### src/rtl/slot_pkg.sv
// +--------------------------------------------------------------------------+
// | slot_pkg : shared symbol, state and result definitions for the reels      |
// | Revision : 1.0                                                            |
// +--------------------------------------------------------------------------+
`default_nettype none

package slot_pkg;

  localparam int SYM_W = 3;
  localparam logic [SYM_W-1:0] BLANK = 3'b111;

  typedef enum logic [1:0] {
    IDLE  = 2'd0,
    SPIN  = 2'd1,
    JUDGE = 2'd2,
    SHOW  = 2'd3
  } state_e;

  typedef enum logic [1:0] {
    LOSE    = 2'b00,
    PAIR    = 2'b01,
    TRIPLE  = 2'b10,
    JACKPOT = 2'b11
  } result_e;

  function automatic result_e judge(input logic [SYM_W-1:0] a,
                                    input logic [SYM_W-1:0] b,
                                    input logic [SYM_W-1:0] c,
                                    input logic [SYM_W-1:0] top);
    if (a == b && b == c) begin
      return (a == top) ? JACKPOT : TRIPLE;
    end else if (a == b || b == c || a == c) begin
      return PAIR;
    end
    return LOSE;
  endfunction

endpackage

`default_nettype wire

### src/rtl/slot_reel.sv
// +--------------------------------------------------------------------------+
// | slot_reel : one reel - wrapping symbol counter with running flag          |
// | Revision  : 1.0                                                           |
// +--------------------------------------------------------------------------+
`default_nettype none

module slot_reel
  import slot_pkg::*;
#(
  parameter int NUM_SYMBOLS = 7
) (
  input  logic             clock,
  input  logic             resetN,
  input  logic             tick,
  input  logic             start,
  input  logic             stop,
  input  logic             force_stop,
  output logic [SYM_W-1:0] symbol,
  output logic             running
);

  localparam logic [SYM_W-1:0] c_top = SYM_W'(NUM_SYMBOLS - 1);

  logic [SYM_W-1:0] symbol_q, symbol_d;
  logic             running_q, running_d;

  // A stop (button or forced) beats a coincident tick: the reel freezes pre-tick.
  always_comb begin
    symbol_d  = symbol_q;
    running_d = running_q;
    if (start) begin
      running_d = 1'b1;
    end else if (running_q) begin
      if (stop || force_stop) begin
        running_d = 1'b0;
      end else if (tick) begin
        symbol_d = (symbol_q >= c_top) ? '0 : symbol_q + SYM_W'(1);
      end
    end
  end

  always_ff @(posedge clock) begin
    if (!resetN) begin
      symbol_q  <= '0;
      running_q <= 1'b0;
    end else begin
      symbol_q  <= symbol_d;
      running_q <= running_d;
    end
  end

  assign symbol  = (symbol_q == BLANK) ? '0 : symbol_q;
  assign running = running_q;

endmodule

`default_nettype wire

### src/rtl/slot_reel_controller.sv
// +--------------------------------------------------------------------------+
// | slot_reel_controller : three-reel slot machine sequencer and judge        |
// | Optional forced stop after AUTOSTOP_TICKS ticks: define SLOT_AUTOSTOP_EN  |
// | Revision : 1.0                                                            |
// +--------------------------------------------------------------------------+
`default_nettype none

module slot_reel_controller
  import slot_pkg::*;
#(
  parameter int NUM_SYMBOLS    = 7,
  parameter int AUTOSTOP_TICKS = 200
) (
  input  logic             clock,
  input  logic             resetN,
  input  logic             reelTick,
  input  logic             startBtn,
  input  logic [2:0]       stopBtn,
  output logic [SYM_W-1:0] left,
  output logic [SYM_W-1:0] middle,
  output logic [SYM_W-1:0] right,
  output logic [2:0]       running,
  output logic [1:0]       result,
  output logic             resultValid,
  output logic             busy
);

  if (NUM_SYMBOLS < 2 || NUM_SYMBOLS > 7 || AUTOSTOP_TICKS < 1) begin : g_param_check
    $error("slot_reel_controller: illegal parameter value");
  end

  state_e     state_q, state_d;
  result_e    result_q, result_d;
  logic       valid_q, valid_d;
  logic       busy_q, busy_d;
  logic [3:0] btn_prev_q, btn_prev_d;
  logic [3:0] arm_q, arm_d;

  logic [3:0]       w_btn_now;
  logic [3:0]       w_btn_edge;
  logic             w_spin_start;
  logic [2:0]       w_stop;
  logic             w_force_stop;
  logic [SYM_W-1:0] w_sym [3];
  logic [2:0]       w_run;

  // arm_q blocks any button still held from reset until it has been seen low.
  assign w_btn_now    = {startBtn, stopBtn};
  assign w_btn_edge   = w_btn_now & ~btn_prev_q & arm_q;
  assign w_spin_start = w_btn_edge[3] && (state_q == IDLE || state_q == SHOW);
  assign w_stop       = w_btn_edge[2:0] & {3{state_q == SPIN}};
  assign btn_prev_d   = w_btn_now;
  assign arm_d        = arm_q | ~w_btn_now;

`ifdef SLOT_AUTOSTOP_EN
  localparam int c_cnt_w = $clog2(AUTOSTOP_TICKS + 1);

  logic [c_cnt_w-1:0] tick_cnt_q, tick_cnt_d;

  // The tick that would reach the limit stops the reels instead of advancing them.
  assign w_force_stop = (state_q == SPIN) && reelTick &&
                        (tick_cnt_q == c_cnt_w'(AUTOSTOP_TICKS - 1));

  always_comb begin
    tick_cnt_d = tick_cnt_q;
    if (w_spin_start) begin
      tick_cnt_d = '0;
    end else if (state_q == SPIN && reelTick &&
                 tick_cnt_q < c_cnt_w'(AUTOSTOP_TICKS)) begin
      tick_cnt_d = tick_cnt_q + c_cnt_w'(1);
    end
  end

  always_ff @(posedge clock) begin
    if (!resetN) begin
      tick_cnt_q <= '0;
    end else begin
      tick_cnt_q <= tick_cnt_d;
    end
  end
`else
  assign w_force_stop = 1'b0;
`endif

  for (genvar i = 0; i < 3; i++) begin : g_reel
    slot_reel #(
      .NUM_SYMBOLS (NUM_SYMBOLS)
    ) u_reel (
      .clock      (clock),
      .resetN     (resetN),
      .tick       (reelTick),
      .start      (w_spin_start),
      .stop       (w_stop[i]),
      .force_stop (w_force_stop),
      .symbol     (w_sym[i]),
      .running    (w_run[i])
    );
  end

  always_comb begin
    state_d  = state_q;
    result_d = result_q;
    case (state_q)
      IDLE, SHOW: begin
        if (w_spin_start) begin
          state_d  = SPIN;
          result_d = LOSE;
        end
      end
      SPIN: begin
        if (w_run == 3'b000) begin
          state_d = JUDGE;
        end
      end
      JUDGE: begin
        state_d  = SHOW;
        result_d = judge(w_sym[2], w_sym[1], w_sym[0], SYM_W'(NUM_SYMBOLS - 1));
      end
      default: state_d = IDLE;
    endcase
    valid_d = (state_d == SHOW);
    busy_d  = (state_d == SPIN) || (state_d == JUDGE);
  end

  always_ff @(posedge clock) begin
    if (!resetN) begin
      state_q    <= IDLE;
      result_q   <= LOSE;
      valid_q    <= 1'b0;
      busy_q     <= 1'b0;
      btn_prev_q <= '0;
      arm_q      <= '0;
    end else begin
      state_q    <= state_d;
      result_q   <= result_d;
      valid_q    <= valid_d;
      busy_q     <= busy_d;
      btn_prev_q <= btn_prev_d;
      arm_q      <= arm_d;
    end
  end

  assign left        = w_sym[2];
  assign middle      = w_sym[1];
  assign right       = w_sym[0];
  assign running     = w_run;
  assign result      = result_q;
  assign resultValid = valid_q;
  assign busy        = busy_q;

endmodule

`default_nettype wire
### config.mk
export PLATFORM = sky130hd
export DESIGN_NAME = slot_reel_controller
export DESIGN_NICKNAME = d
export VERILOG_FILES = /design/src/rtl/slot_pkg.sv /design/src/rtl/slot_reel.sv /design/src/rtl/slot_reel_controller.sv
export SDC_FILE = /design/constraint.sdc
export NUM_CORES = 1
export LEC_CHECK = 0
export CAP_MARGIN = 20
export CORE_ASPECT_RATIO = 1.1
export CORE_MARGIN = 3
export CORE_UTILIZATION = 55
export CTS_CLUSTER_SIZE = 10
export DETAILED_ROUTE_END_ITERATION = 12
export DONT_BUFFER_PORTS = 1
export GPL_TIMING_DRIVEN = 0
export HOLD_SLACK_MARGIN = 0.05
export PLACE_DENSITY = 0.76
export SLEW_MARGIN = 20
export SYNTH_ARGS = -nofsm -noshare
export SYNTH_HDL_FRONTEND = slang
export SYNTH_SLANG_ARGS = --single-unit
### constraint.sdc
create_clock -name clock -period 1.9 [get_ports clock]
set_input_delay 0.285 -clock clock [delete_from_list [all_inputs] [get_ports clock]]
set_output_delay 0.285 -clock clock [all_outputs]
set_load 0.005 [all_outputs]
==> run metrics <==
Row Count=18; R2R cell count=7; critical path data required time=roughly 2.1 ns; core area=between 2000 and 2500 µm²; Tcrit/Tclk final=1.01; Max Cap Viol=0; DR pass1 iterations=4; largest net degree at the start of global routing=16; H-tree levels=1; Worst Hold Class=input port to flip-flop; Slew @ Worst Pin=approximately 0.5 ns; count leader, synth=dfxtp_1; ant diodes=0; cells after synthesis=about 170; distinct cell type count after synthesis=36; Congestion Overflow GR=0; Die Span X=54.4 µm; GR Util met2=0.347; Critical Path Sink Type=flip-flop; TritonCTS Buffers=3; Crit path buffers/inverters=0; failing checks=negative setup slack; CP Launch Type=flip-flop; Synth top cells by count=26 x dfxtp_1, 21 x a21oi_1, 14 x ha_1, 14 x nor2_1, 13 x nand2_1; I/O pins=23; clock transition at the registers of the reported paths=around 0.14 ns; Critical Path AT=2.14 ns; CP Max Fanout=6; met1 Track Usage GR=0.247; Critical Path Source=g_reel[1].u_reel.symbol_q[0]; min cycle time layout=between 1.5 and 2 ns; drt wl/cell=between 10 and 15 µm; layout cells sized above 1=0.207; Starting Density=0.605; first-pass GRT wire length=between 4000 and 5000 µm; Worst R2R Setup Slack=-0.02 ns; static leakage=around 0.70 nW; syn_area_per_cell=8.54 µm²; synthesized cell area=around 1400 µm²; area growth from synthesis to layout=16.9%; Clock Tree Root=clkbuf_4; final wirelength=3080 µm; DP HPWL=2080 µm; final setup margin=-0.0177 ns; cell accounting for the most synthesized area=dfxtp_1; Routed Antenna Nets=0; fin cells=approximately 210; Final Hold Vio Count=0; reg2reg start=g_reel[1].u_reel.symbol_q[0]; clk sinks=26; busiest layer in global routing=met2; yosys warns=0; synth top area cells=dfxtp_1 37%, ha_1 12%, a21oi_1 7.4%, nor2_1 3.7%, nand2_1 3.4%; PwrDens=~760 nW/µm²; # port buffers=0; post-place setup slack=-0.0526 ns; gpl congestion=around 0.86; DRT iter0 DRCs=29; reg2reg end=result[0]; Max VDD drop=just under 800 µV; worst setup path end=result[0]; CTS tree=built; register area share after synthesis=0.367; Crit Path Class=flip-flop to flip-flop; All-Layer GR Usage=0.202; ys async rst share=0; met3 Usage GRT=0.0378; Die Y=roughly 59 µm; final setup vio count=1; crit-path leading delay family=simple AND/OR/NAND/NOR gates; CP cell instances=ha_1 -> ha_2 -> and2b_2 -> or2_1 -> a32oi_1 -> a311oi_1 -> a21boi_2; initial antenna violation count=0; Seq cells post-synth=26; DRC viols=0; routed vias=~1.2k; share of the synthesized area in the top cell type=0.367; relative slew slack=0.666; Max Fclk=approximately 520 MHz; max-slew violation count=0; die area=~3200 µm²; Core Util, Final=0.707; EDFF count, synth=0; syn_nets=around 190; status=finished, violations left; vias in the first global route=roughly 1.1k; CP max-delay cell=dfxtp_4; most common flop cell mapped by yosys=dfxtp_1; vias per cell=5.82; maximum root-to-sink buffer count=2; Nets=201; clock latency on the worst-skew pair=roughly 0.32 ns; Levels on crit path=7; placed cells=196; fill count=roughly 180; Setup Skew=between 0.0015 and 0.002 ns; CP peak stage delay=approximately 0.4 ns
## per-stage QoR
step	total power [mW]	instance area, µm²	hold slack, ns	TNS, ns
3_3_place_gp	0.837	1460	0.380	-0.0144
5_1_grt	1.33	1660	0.0529	-0.116
4_1_cts	1.24	1550	0.0556	0
6_report	1.26	1660	0.0705	-0.0177
3_5_place_dp	0.847	1460	0.384	-0.0732
2_1_floorplan	0.803	1420	0.377	0
## worst min path at each step
| stage | startpoint | slack, ns | end | depth (start not counted) |
|---|---|---|---|---|
| global placement | startBtn | 0.38 | arm_q[3] | 1 |
| floorplan | startBtn | 0.38 | arm_q[3] | 1 |
| global route | stopBtn[2] | 0.05 | btn_prev_q[2] | 1 |
| finish | stopBtn[2] | 0.07 | btn_prev_q[2] | 1 |
| detailed placement | startBtn | 0.38 | arm_q[3] | 1 |
| CTS | resetN | 0.06 | busy | 1 |
## layout make-up
class | instances | area (µm²) | area share
Inverter | 12 | 45.0 | 0.0272
Clock inverter | 1 | 30.0 | 0.0181
Buffer | 8 | 51.3 | 0.0310
Sequential cell | 26 | 538 | 0.325
Multi-Input combinational cell | 120 | 855 | 0.516
Timing Repair Buffer | 9 | 77.6 | 0.0468
Clock buffer | 3 | 22.5 | 0.0136
Tap cell | 30 | 37.5 | 0.0227
## logic make-up (layout without fill, tap and decap cells)
logic type | count (synthesis) | in the layout | share of synthesized area
and+or+nand+nor | 64 | 64 | 0.251
xor gates and xnor gates | 6 | 6 | 0.0371
AOI/OAI and AO/OA | 36 | 36 | 0.154
DFF | 26 | 26 | 0.367
buffers and inverters | 20 | 33 | 0.0680
adders and majority gates | 14 | 14 | 0.124
## sequential cells by signal, indices dropped and copies added (netlist names)
register and count:
btn_prev_q 4, g_reel.u_reel.symbol_q 9, g_reel.u_reel.running 3, state_q 2
arm_q 4, resultValid 1, busy 1, result 2
## what timing repair did
item,in CTS,in global routing
hold endpoints to repair,4,0
gates resized for setup,4,20
setup buffers,0,5
pin swaps,1,4
hold buffers,4,0
setup endpoints to repair,2,3
## power by group
group	internal [mW]	switching, mW	leakage (nW)
Combinational	0.127	0.133	0.456
Sequential	0.585	0.0325	0.217
Clock	0.213	0.169	0.0279
## worst register-to-register path: cells and delay by family, from the launching register on
kind | cells | cell delay (ns)
DFF | 1 | 0.40
adders and majority gates | 2 | 0.39
and+or+nand+nor | 2 | 0.54
AOI/OAI and AO/OA | 3 | 0.49
## layer usage
metal | vias to the layer above | routed length, µm
li1 | 596 | -
met1 | 565 | 1290
met2 | 44 | 1550
met3 | 11 | 172
met4 | 0 | 78
met5 | - | 0
## layout by cell type (no fill, tap or decap), types with 4 or more instances in the layout
cell type       n
a21oi_1        21
dfxtp_1        20
nand2_1        13
inv_1          12
nor2_1         12
ha_1           10
nor3_1          8
buf_4           8
and2_1          6
nand4_1         6
nor2b_1         4
dfxtp_4         4
dlygate4sd3_1   4
Power figures use the tool's default switching activity.
